$ cat src/rtl/cpu_info_writer.sv
// Purpose: on start, writes a 38-character text line "PC:hhhh A:hh X:hh Y:hh S:hh P:hh OP:hh" into VRAM, colouring changed fields.
// Latency: first character is on the bus the cycle after start; done pulses 39 cycles after start plus any stall cycles.
// Backpressure: v_stall freezes the presented character, address and colour until the write is taken; stalls may last any length.
module cpu_info_writer #(
  parameter logic [9:0] BASE_ADDR   = 10'd960,
  parameter logic [3:0] COLOR_LABEL = 4'h7,
  parameter logic [3:0] COLOR_VALUE = 4'hF,
  parameter logic [3:0] COLOR_DIFF  = 4'h9
) (
  input  logic        clk,
  input  logic        rst,
  input  logic        start,
  input  logic [15:0] pc,
  input  logic [7:0]  a,
  input  logic [7:0]  x,
  input  logic [7:0]  y,
  input  logic [7:0]  sp,
  input  logic [7:0]  p,
  input  logic [7:0]  opcode,
  input  logic        v_stall,
  output logic        busy,
  output logic        done,
  output logic [9:0]  v_ada,
  output logic [7:0]  v_din,
  output logic [3:0]  v_din_t,
  output logic        vram_write
);

  typedef enum logic [1:0] {
    IDLE  = 2'd0,
    WRITE = 2'd1,
    DONE  = 2'd2
  } state_t;

  localparam logic [5:0] LAST_IDX = 6'd37;

  state_t      state;
  logic [5:0]  index;

  // Snapshot captured when the dump starts; the dump only ever reads these.
  logic [15:0] snap_pc;
  logic [7:0]  snap_a, snap_x, snap_y, snap_sp, snap_p, snap_op;

  // Snapshot of the previous completed dump, used to highlight changed fields.
  logic [15:0] prev_pc;
  logic [7:0]  prev_a, prev_x, prev_y, prev_sp, prev_p, prev_op;

  // Character about to be loaded into the output registers.
  logic [5:0]  sel_idx;
  logic [15:0] sel_pc;
  logic [7:0]  sel_a, sel_x, sel_y, sel_sp, sel_p, sel_op;
  logic        d_pc, d_a, d_x, d_y, d_sp, d_p, d_op;
  logic        is_digit;
  logic        fdiff;
  logic [3:0]  nib;
  logic [7:0]  ch_din;
  logic [3:0]  ch_t;
  logic [9:0]  ch_ada;
  logic        accept;

  assign accept = vram_write & ~v_stall;

  function automatic logic [7:0] hex_char(input logic [3:0] n);
    if (n < 4'd10) return 8'h30 + {4'h0, n};
    else           return 8'h37 + {4'h0, n};
  endfunction

  // Pick which character comes next: index 0 of the live inputs when starting, else the following index of the latched snapshot.
  always_comb begin
    if (state == IDLE) begin
      sel_idx = 6'd0;
      sel_pc  = pc;
      sel_a   = a;
      sel_x   = x;
      sel_y   = y;
      sel_sp  = sp;
      sel_p   = p;
      sel_op  = opcode;
    end else begin
      sel_idx = index + 6'd1;
      sel_pc  = snap_pc;
      sel_a   = snap_a;
      sel_x   = snap_x;
      sel_y   = snap_y;
      sel_sp  = snap_sp;
      sel_p   = snap_p;
      sel_op  = snap_op;
    end
    d_pc = (sel_pc != prev_pc);
    d_a  = (sel_a  != prev_a);
    d_x  = (sel_x  != prev_x);
    d_y  = (sel_y  != prev_y);
    d_sp = (sel_sp != prev_sp);
    d_p  = (sel_p  != prev_p);
    d_op = (sel_op != prev_op);
  end

  // Map a character index to its glyph and colour; anything not listed is a space.
  always_comb begin
    ch_din   = 8'h20;
    is_digit = 1'b0;
    nib      = 4'h0;
    fdiff    = 1'b0;
    case (sel_idx)
      6'd0:  ch_din = "P";
      6'd1:  ch_din = "C";
      6'd2:  ch_din = ":";
      6'd3:  begin is_digit = 1'b1; nib = sel_pc[15:12]; fdiff = d_pc; end
      6'd4:  begin is_digit = 1'b1; nib = sel_pc[11:8];  fdiff = d_pc; end
      6'd5:  begin is_digit = 1'b1; nib = sel_pc[7:4];   fdiff = d_pc; end
      6'd6:  begin is_digit = 1'b1; nib = sel_pc[3:0];   fdiff = d_pc; end
      6'd8:  ch_din = "A";
      6'd9:  ch_din = ":";
      6'd10: begin is_digit = 1'b1; nib = sel_a[7:4];  fdiff = d_a; end
      6'd11: begin is_digit = 1'b1; nib = sel_a[3:0];  fdiff = d_a; end
      6'd13: ch_din = "X";
      6'd14: ch_din = ":";
      6'd15: begin is_digit = 1'b1; nib = sel_x[7:4];  fdiff = d_x; end
      6'd16: begin is_digit = 1'b1; nib = sel_x[3:0];  fdiff = d_x; end
      6'd18: ch_din = "Y";
      6'd19: ch_din = ":";
      6'd20: begin is_digit = 1'b1; nib = sel_y[7:4];  fdiff = d_y; end
      6'd21: begin is_digit = 1'b1; nib = sel_y[3:0];  fdiff = d_y; end
      6'd23: ch_din = "S";
      6'd24: ch_din = ":";
      6'd25: begin is_digit = 1'b1; nib = sel_sp[7:4]; fdiff = d_sp; end
      6'd26: begin is_digit = 1'b1; nib = sel_sp[3:0]; fdiff = d_sp; end
      6'd28: ch_din = "P";
      6'd29: ch_din = ":";
      6'd30: begin is_digit = 1'b1; nib = sel_p[7:4];  fdiff = d_p; end
      6'd31: begin is_digit = 1'b1; nib = sel_p[3:0];  fdiff = d_p; end
      6'd33: ch_din = "O";
      6'd34: ch_din = "P";
      6'd35: ch_din = ":";
      6'd36: begin is_digit = 1'b1; nib = sel_op[7:4]; fdiff = d_op; end
      6'd37: begin is_digit = 1'b1; nib = sel_op[3:0]; fdiff = d_op; end
      default: ch_din = 8'h20;
    endcase
    if (is_digit) ch_din = hex_char(nib);
    if (is_digit) ch_t = fdiff ? COLOR_DIFF : COLOR_VALUE;
    else          ch_t = COLOR_LABEL;
    // 10-bit sum wraps naturally past the top of VRAM.
    ch_ada = BASE_ADDR + {4'd0, sel_idx};
  end

  // Control FSM with registered VRAM command, status and snapshot registers.
  always_ff @(posedge clk) begin
    if (rst) begin
      state      <= IDLE;
      index      <= 6'd0;
      busy       <= 1'b0;
      done       <= 1'b0;
      vram_write <= 1'b0;
      v_ada      <= 10'd0;
      v_din      <= 8'd0;
      v_din_t    <= 4'd0;
      snap_pc    <= 16'd0;
      snap_a     <= 8'd0;
      snap_x     <= 8'd0;
      snap_y     <= 8'd0;
      snap_sp    <= 8'd0;
      snap_p     <= 8'd0;
      snap_op    <= 8'd0;
      prev_pc    <= 16'd0;
      prev_a     <= 8'd0;
      prev_x     <= 8'd0;
      prev_y     <= 8'd0;
      prev_sp    <= 8'd0;
      prev_p     <= 8'd0;
      prev_op    <= 8'd0;
    end else begin
      case (state)
        IDLE: begin
          if (start) begin
            snap_pc    <= pc;
            snap_a     <= a;
            snap_x     <= x;
            snap_y     <= y;
            snap_sp    <= sp;
            snap_p     <= p;
            snap_op    <= opcode;
            index      <= 6'd0;
            state      <= WRITE;
            busy       <= 1'b1;
            vram_write <= 1'b1;
            v_ada      <= ch_ada;
            v_din      <= ch_din;
            v_din_t    <= ch_t;
          end
        end
        WRITE: begin
          if (accept) begin
            if (index == LAST_IDX) begin
              state      <= DONE;
              done       <= 1'b1;
              vram_write <= 1'b0;
              v_ada      <= 10'd0;
              v_din      <= 8'd0;
              v_din_t    <= 4'd0;
            end else begin
              index   <= index + 6'd1;
              v_ada   <= ch_ada;
              v_din   <= ch_din;
              v_din_t <= ch_t;
            end
          end
        end
        DONE: begin
          prev_pc <= snap_pc;
          prev_a  <= snap_a;
          prev_x  <= snap_x;
          prev_y  <= snap_y;
          prev_sp <= snap_sp;
          prev_p  <= snap_p;
          prev_op <= snap_op;
          index   <= 6'd0;
          done    <= 1'b0;
          busy    <= 1'b0;
          state   <= IDLE;
        end
        default: begin
          state      <= IDLE;
          busy       <= 1'b0;
          done       <= 1'b0;
          vram_write <= 1'b0;
        end
      endcase
    end
  end

endmodule

$ cat config.mk
export PLATFORM = sky130hd
export DESIGN_NAME = cpu_info_writer
export DESIGN_NICKNAME = d
export VERILOG_FILES = /design/src/rtl/cpu_info_writer.sv
export SDC_FILE = /design/constraint.sdc
export NUM_CORES = 1
export LEC_CHECK = 0
export ABC_AREA = 1
export CORE_MARGIN = 1
export CORE_UTILIZATION = 55
export DETAILED_ROUTE_END_ITERATION = 6
export GPL_TIMING_DRIVEN = 0
export PLACE_DENSITY_LB_ADDON = 0.25
export SLEW_MARGIN = 15
export SYNTH_ARGS = -nofsm -noshare
export SYNTH_HDL_FRONTEND = slang
export SYNTH_SLANG_ARGS = --single-unit
export TNS_END_PERCENT = 50
$ cat constraint.sdc
create_clock -name clk -period 2.8 [get_ports clk]
set_input_delay 0.42 -clock clk [delete_from_list [all_inputs] [get_ports clk]]
set_output_delay 0.42 -clock clk [all_outputs]
set_load 0.05 [all_outputs]
==> impl_results.rst <==
.. list-table::
   :header-rows: 1

   * - Metric
     - Value
   * - Result of the run
     - finished with violations
   * - Violated checks
     - DRC
   * - Top flop regs
     - prev_pc: 16 flops, snap_pc: 16 flops
   * - Routed via count divided by cell count
     - 5.64
   * - TritonCTS clock tree
     - yes
   * - Hold violation total from the final report
     - 0
   * - Adder-Cell Fraction of Synth Area
     - less than 1%
   * - Synth Area in Simple Gates
     - approximately a third
   * - R2r endpoint
     - v_din_t[2]
   * - Clk buf depth
     - 2
   * - Layout Nets
     - ~1500
   * - Placement Setup Slack
     - -0.282 ns
   * - Internal power
     - a little over 4 mW
   * - Required time of the worst setup path
     - around 3.2 ns
   * - Global router's overall resource usage
     - between 30 and 40%
   * - Post-layout util
     - 71.1%
   * - Fraction of final layout cells with drive strength greater than 1
     - a little under an eighth
   * - Reg-to-reg slack, setup
     - between 0.1 and 0.15 ns
   * - Combinational power share
     - between 10% and 20%
   * - Critical Path End Type
     - register
   * - Final ANT Viol Nets
     - 0
   * - Std cell rows
     - 44
   * - RSZ-0062 raised after global routing
     - yes
   * - Design area
     - around 10000 sq um
   * - First-pass GRT wire length
     - around 44 mm
   * - Post-synthesis register bit count
     - 155
   * - Share of the cycle needed by the critical path after routing
     - 96.2%
   * - Cts hold-fix bufs
     - 0
   * - Final Worst Setup Slack
     - between 0.1 and 0.15 ns
   * - Critical setup path kind
     - reg -> reg
   * - Main combinational cell family by area after synthesis
     - simple AND/OR/NAND/NOR gates
   * - Cell Count, Final, Fillers Out
     - 1578
   * - Final GP Congestion
     - about 0.99
   * - Average size of a mapped cell
     - between 6 and 7 sq um
   * - Average wire per cell in the routed design
     - between 15 and 20 um
   * - Tightest Pin Transition
     - 1.01 ns
   * - Slew Limit Fails
     - 0
   * - Commonest non-fill, non-tap cell in the layout
     - sky130_fd_sc_hd__nand2_1
   * - Die Span Y
     - roughly 130 um
   * - Maximum number of pins on one net before global-route repair
     - 17
   * - Inserted Clock Buffers
     - 17
   * - Relative area change from synthesis to final layout
     - 24.8%
   * - Count of max-cap constraint violations
     - 0
   * - Post-Place Cell Area
     - around 9500 sq um
   * - Psw
     - about 1.8 mW
   * - DPL Wire Length
     - 20.3 mm
   * - Number of DRC violations after detailed routing
     - 3
   * - Die span in x
     - 125 um
   * - Maximum VDD drop
     - 0.000429 V
   * - Maximum fanout along the worst path
     - 10
   * - Dpl cells
     - between 1500 and 2000
   * - Fin Clk Skew
     - slightly below 0.007 ns
   * - Max Clock Freq
     - 371 MHz
   * - First-pass DRT Iterations
     - 7
   * - Seq/Total Area, Yosys
     - between 30% and 40%
   * - Cell at the root of the clock tree
     - sky130_fd_sc_hd__clkbuf_16
   * - Leading register cell type out of synthesis
     - sky130_fd_sc_hd__dfxtp_1
   * - Initial standard-cell utilization of the core
     - a little under three fifths
   * - Initial drt markers
     - 938
   * - Post-synthesis compound-gate area fraction
     - 14.1%
   * - Number of sinks driven by the clock tree
     - 155
   * - Number of top-level design ports
     - slightly above 90
   * - Cell Area, Synth
     - ~8400 sq um
   * - PD cells
     - roughly 550 nW/um^2
   * - Number of enable-type register cells in the synthesized netlist
     - 0
   * - Data arrival time of the worst path
     - between 3 and 4 ns
   * - Parity-gate share of the synthesized area counting xor and xnor cells
     - 6.38%
   * - Insertion delay of the later-clocked pin in the worst-skew pair
     - 0.44 ns
   * - Final global-route overflow total
     - 0
   * - Sequential fraction of design power
     - between 40% and 50%
   * - Synthesized netlist cell count
     - approximately 1300
   * - Depth of the worst register-to-register path
     - 11
   * - Hold Path Origin
     - rst
   * - Multiplexer share of the synthesized area
     - 0%
   * - Launch point of the critical path
     - state[1]
   * - Antenna fix cells
     - 0
   * - Share of power burned in the clock network
     - roughly two fifths
   * - Detailed Route WL
     - approximately 28 mm
   * - Syn_nets
     - 1321
   * - Buffers on Ports
     - 90
   * - Floorplan Core Area
     - 14700 sq um
   * - Proportion of register bits with asynchronous set or reset after synthesis
     - 0%
   * - Switching Fraction
     - roughly 31%
   * - Via count of the first global-routing pass
     - about 8300
   * - Total leakage power
     - around 4.6 nW
   * - Endpoint of the most critical setup path
     - v_din_t[2]
   * - Number of setup violations in the final report
     - 0
   * - Startpoint of the worst register-to-register path
     - state[1]
   * - Clock transition at the registers of the reported paths
     - around 0.070 ns
   * - Number of H-tree branching levels
     - 4
   * - Warning count from the yosys run
     - 0
   * - Number of antenna violations at the first check in global routing
     - 0
   * - Kind of launch point of the worst setup path
     - register
   * - Highest-count cells in the layout ignoring fill and taps
     - sky130_fd_sc_hd__nand2_1, sky130_fd_sc_hd__nor2_1, sky130_fd_sc_hd__dfxtp_1
   * - Die Outline Area
     - between 15000 and 20000 sq um
   * - Clock period minus worst slack
     - roughly 2.7 ns
   * - Vias
     - just under 9000
   * - Worst hold path type
     - in -> reg
   * - Yosys cell types
     - between 40 and 50
   * - Slew margin rel.
     - 32.6%
## stage by stage
step                      hold slack, ns  TNS, ns  power, mW
after floorplan                    0.445        0       3.01
after global placement             0.453   -0.957       3.39
after detailed placement           0.455    -1.06       3.39
after CTS                          0.412  -0.0419       5.72
after global routing               0.403  -0.0659       5.97
final                              0.416        0       5.79
## worst max-delay path: stages (launching register included)
cell and delay, ns:
sky130_fd_sc_hd__dfxtp_2 0.37, sky130_fd_sc_hd__nor2_2 0.23, sky130_fd_sc_hd__clkbuf_2 0.46, sky130_fd_sc_hd__nand2_1 0.09
sky130_fd_sc_hd__o21ai_1 0.25, sky130_fd_sc_hd__xnor2_1 0.22, sky130_fd_sc_hd__nand4_1 0.17, sky130_fd_sc_hd__o21ai_0 0.28
sky130_fd_sc_hd__nand3_1 0.16, sky130_fd_sc_hd__nor2_1 0.14, sky130_fd_sc_hd__nand3_1 0.11, sky130_fd_sc_hd__a21oi_1 0.14
## power groups by stage
stage	combinational [mW]	sequential [mW]	clock, mW
2_1_floorplan	0.562	2.44	0
3_3_place_gp	0.974	2.41	0
3_5_place_dp	0.981	2.41	0
4_1_cts	0.995	2.36	2.36
5_1_grt	1.12	2.38	2.47
6_report	1.04	2.37	2.38
## layout make-up
type                    count  area (sq um)
multi-input cells         966          4810
fillers                  1288          4250
flip-flops and latches    155          3110
repair buffers            111          1070
clock buffers              19           443
plain buffers              73           402
well taps                 184           230
inverters                  57           219
clock inverters            13           154
## worst min path at each step
stage | end | slack (ns) | depth (start not counted)
after floorplan | prev_pc[0] | 0.44 | 2
after global placement | v_ada[3] | 0.45 | 2
after detailed placement | v_din[4] | 0.46 | 2
after CTS | snap_op[0] | 0.41 | 2
after global routing | snap_op[0] | 0.40 | 2
final | snap_op[0] | 0.42 | 2
## routing by layer
metal  GRT usage (%)  routed length (um)
met5               0                   0
met4            17.6                1240
met3            9.11                2500
met2            57.1               12600
met1            47.8               12100
## synth_stat cells (4+ instances only)
cell                       number  area (sq um)
sky130_fd_sc_hd__clkbuf_1      48           180
sky130_fd_sc_hd__o21ai_1        6          30.0
sky130_fd_sc_hd__a21oi_1       44           220
sky130_fd_sc_hd__buf_2          7          35.0
sky130_fd_sc_hd__nand4_1       19           119
sky130_fd_sc_hd__nor2_1       266           998
sky130_fd_sc_hd__inv_2         10          37.5
sky130_fd_sc_hd__nand2_2        6          37.5
sky130_fd_sc_hd__a211oi_1      16           120
sky130_fd_sc_hd__inv_1         44           165
sky130_fd_sc_hd__nand3_4        4          70.1
sky130_fd_sc_hd__nand2_1      285          1070
sky130_fd_sc_hd__dfxtp_1      155          3100
sky130_fd_sc_hd__buf_6          5          56.3
sky130_fd_sc_hd__nand3_2        4          40.0
sky130_fd_sc_hd__xor2_1        24           210
sky130_fd_sc_hd__a21oi_2        4          35.0
sky130_fd_sc_hd__nor2_2        13          81.3
sky130_fd_sc_hd__xnor2_1       37           324
sky130_fd_sc_hd__nand3_1       55           275
sky130_fd_sc_hd__nor3_1        13          65.1
sky130_fd_sc_hd__o21ai_0      135           676
sky130_fd_sc_hd__nor2_4         7          78.8
sky130_fd_sc_hd__buf_4         13          97.6
## kinds of logic after synthesis
logic type / Yosys count
simple gates: 683
fa+ha+maj: 3
buf+inv: 130
other cells: 1
flops: 155
xor+xnor: 61
compound gates: 217
## what timing repair did
item	4_1_cts	5_1_grt
pin swaps	1	15
endpoints found under the setup margin	6	7
buffers inserted	2	19
gates cloned	0	1
resized for setup	8	47
(Power assumes the default switching activity.)
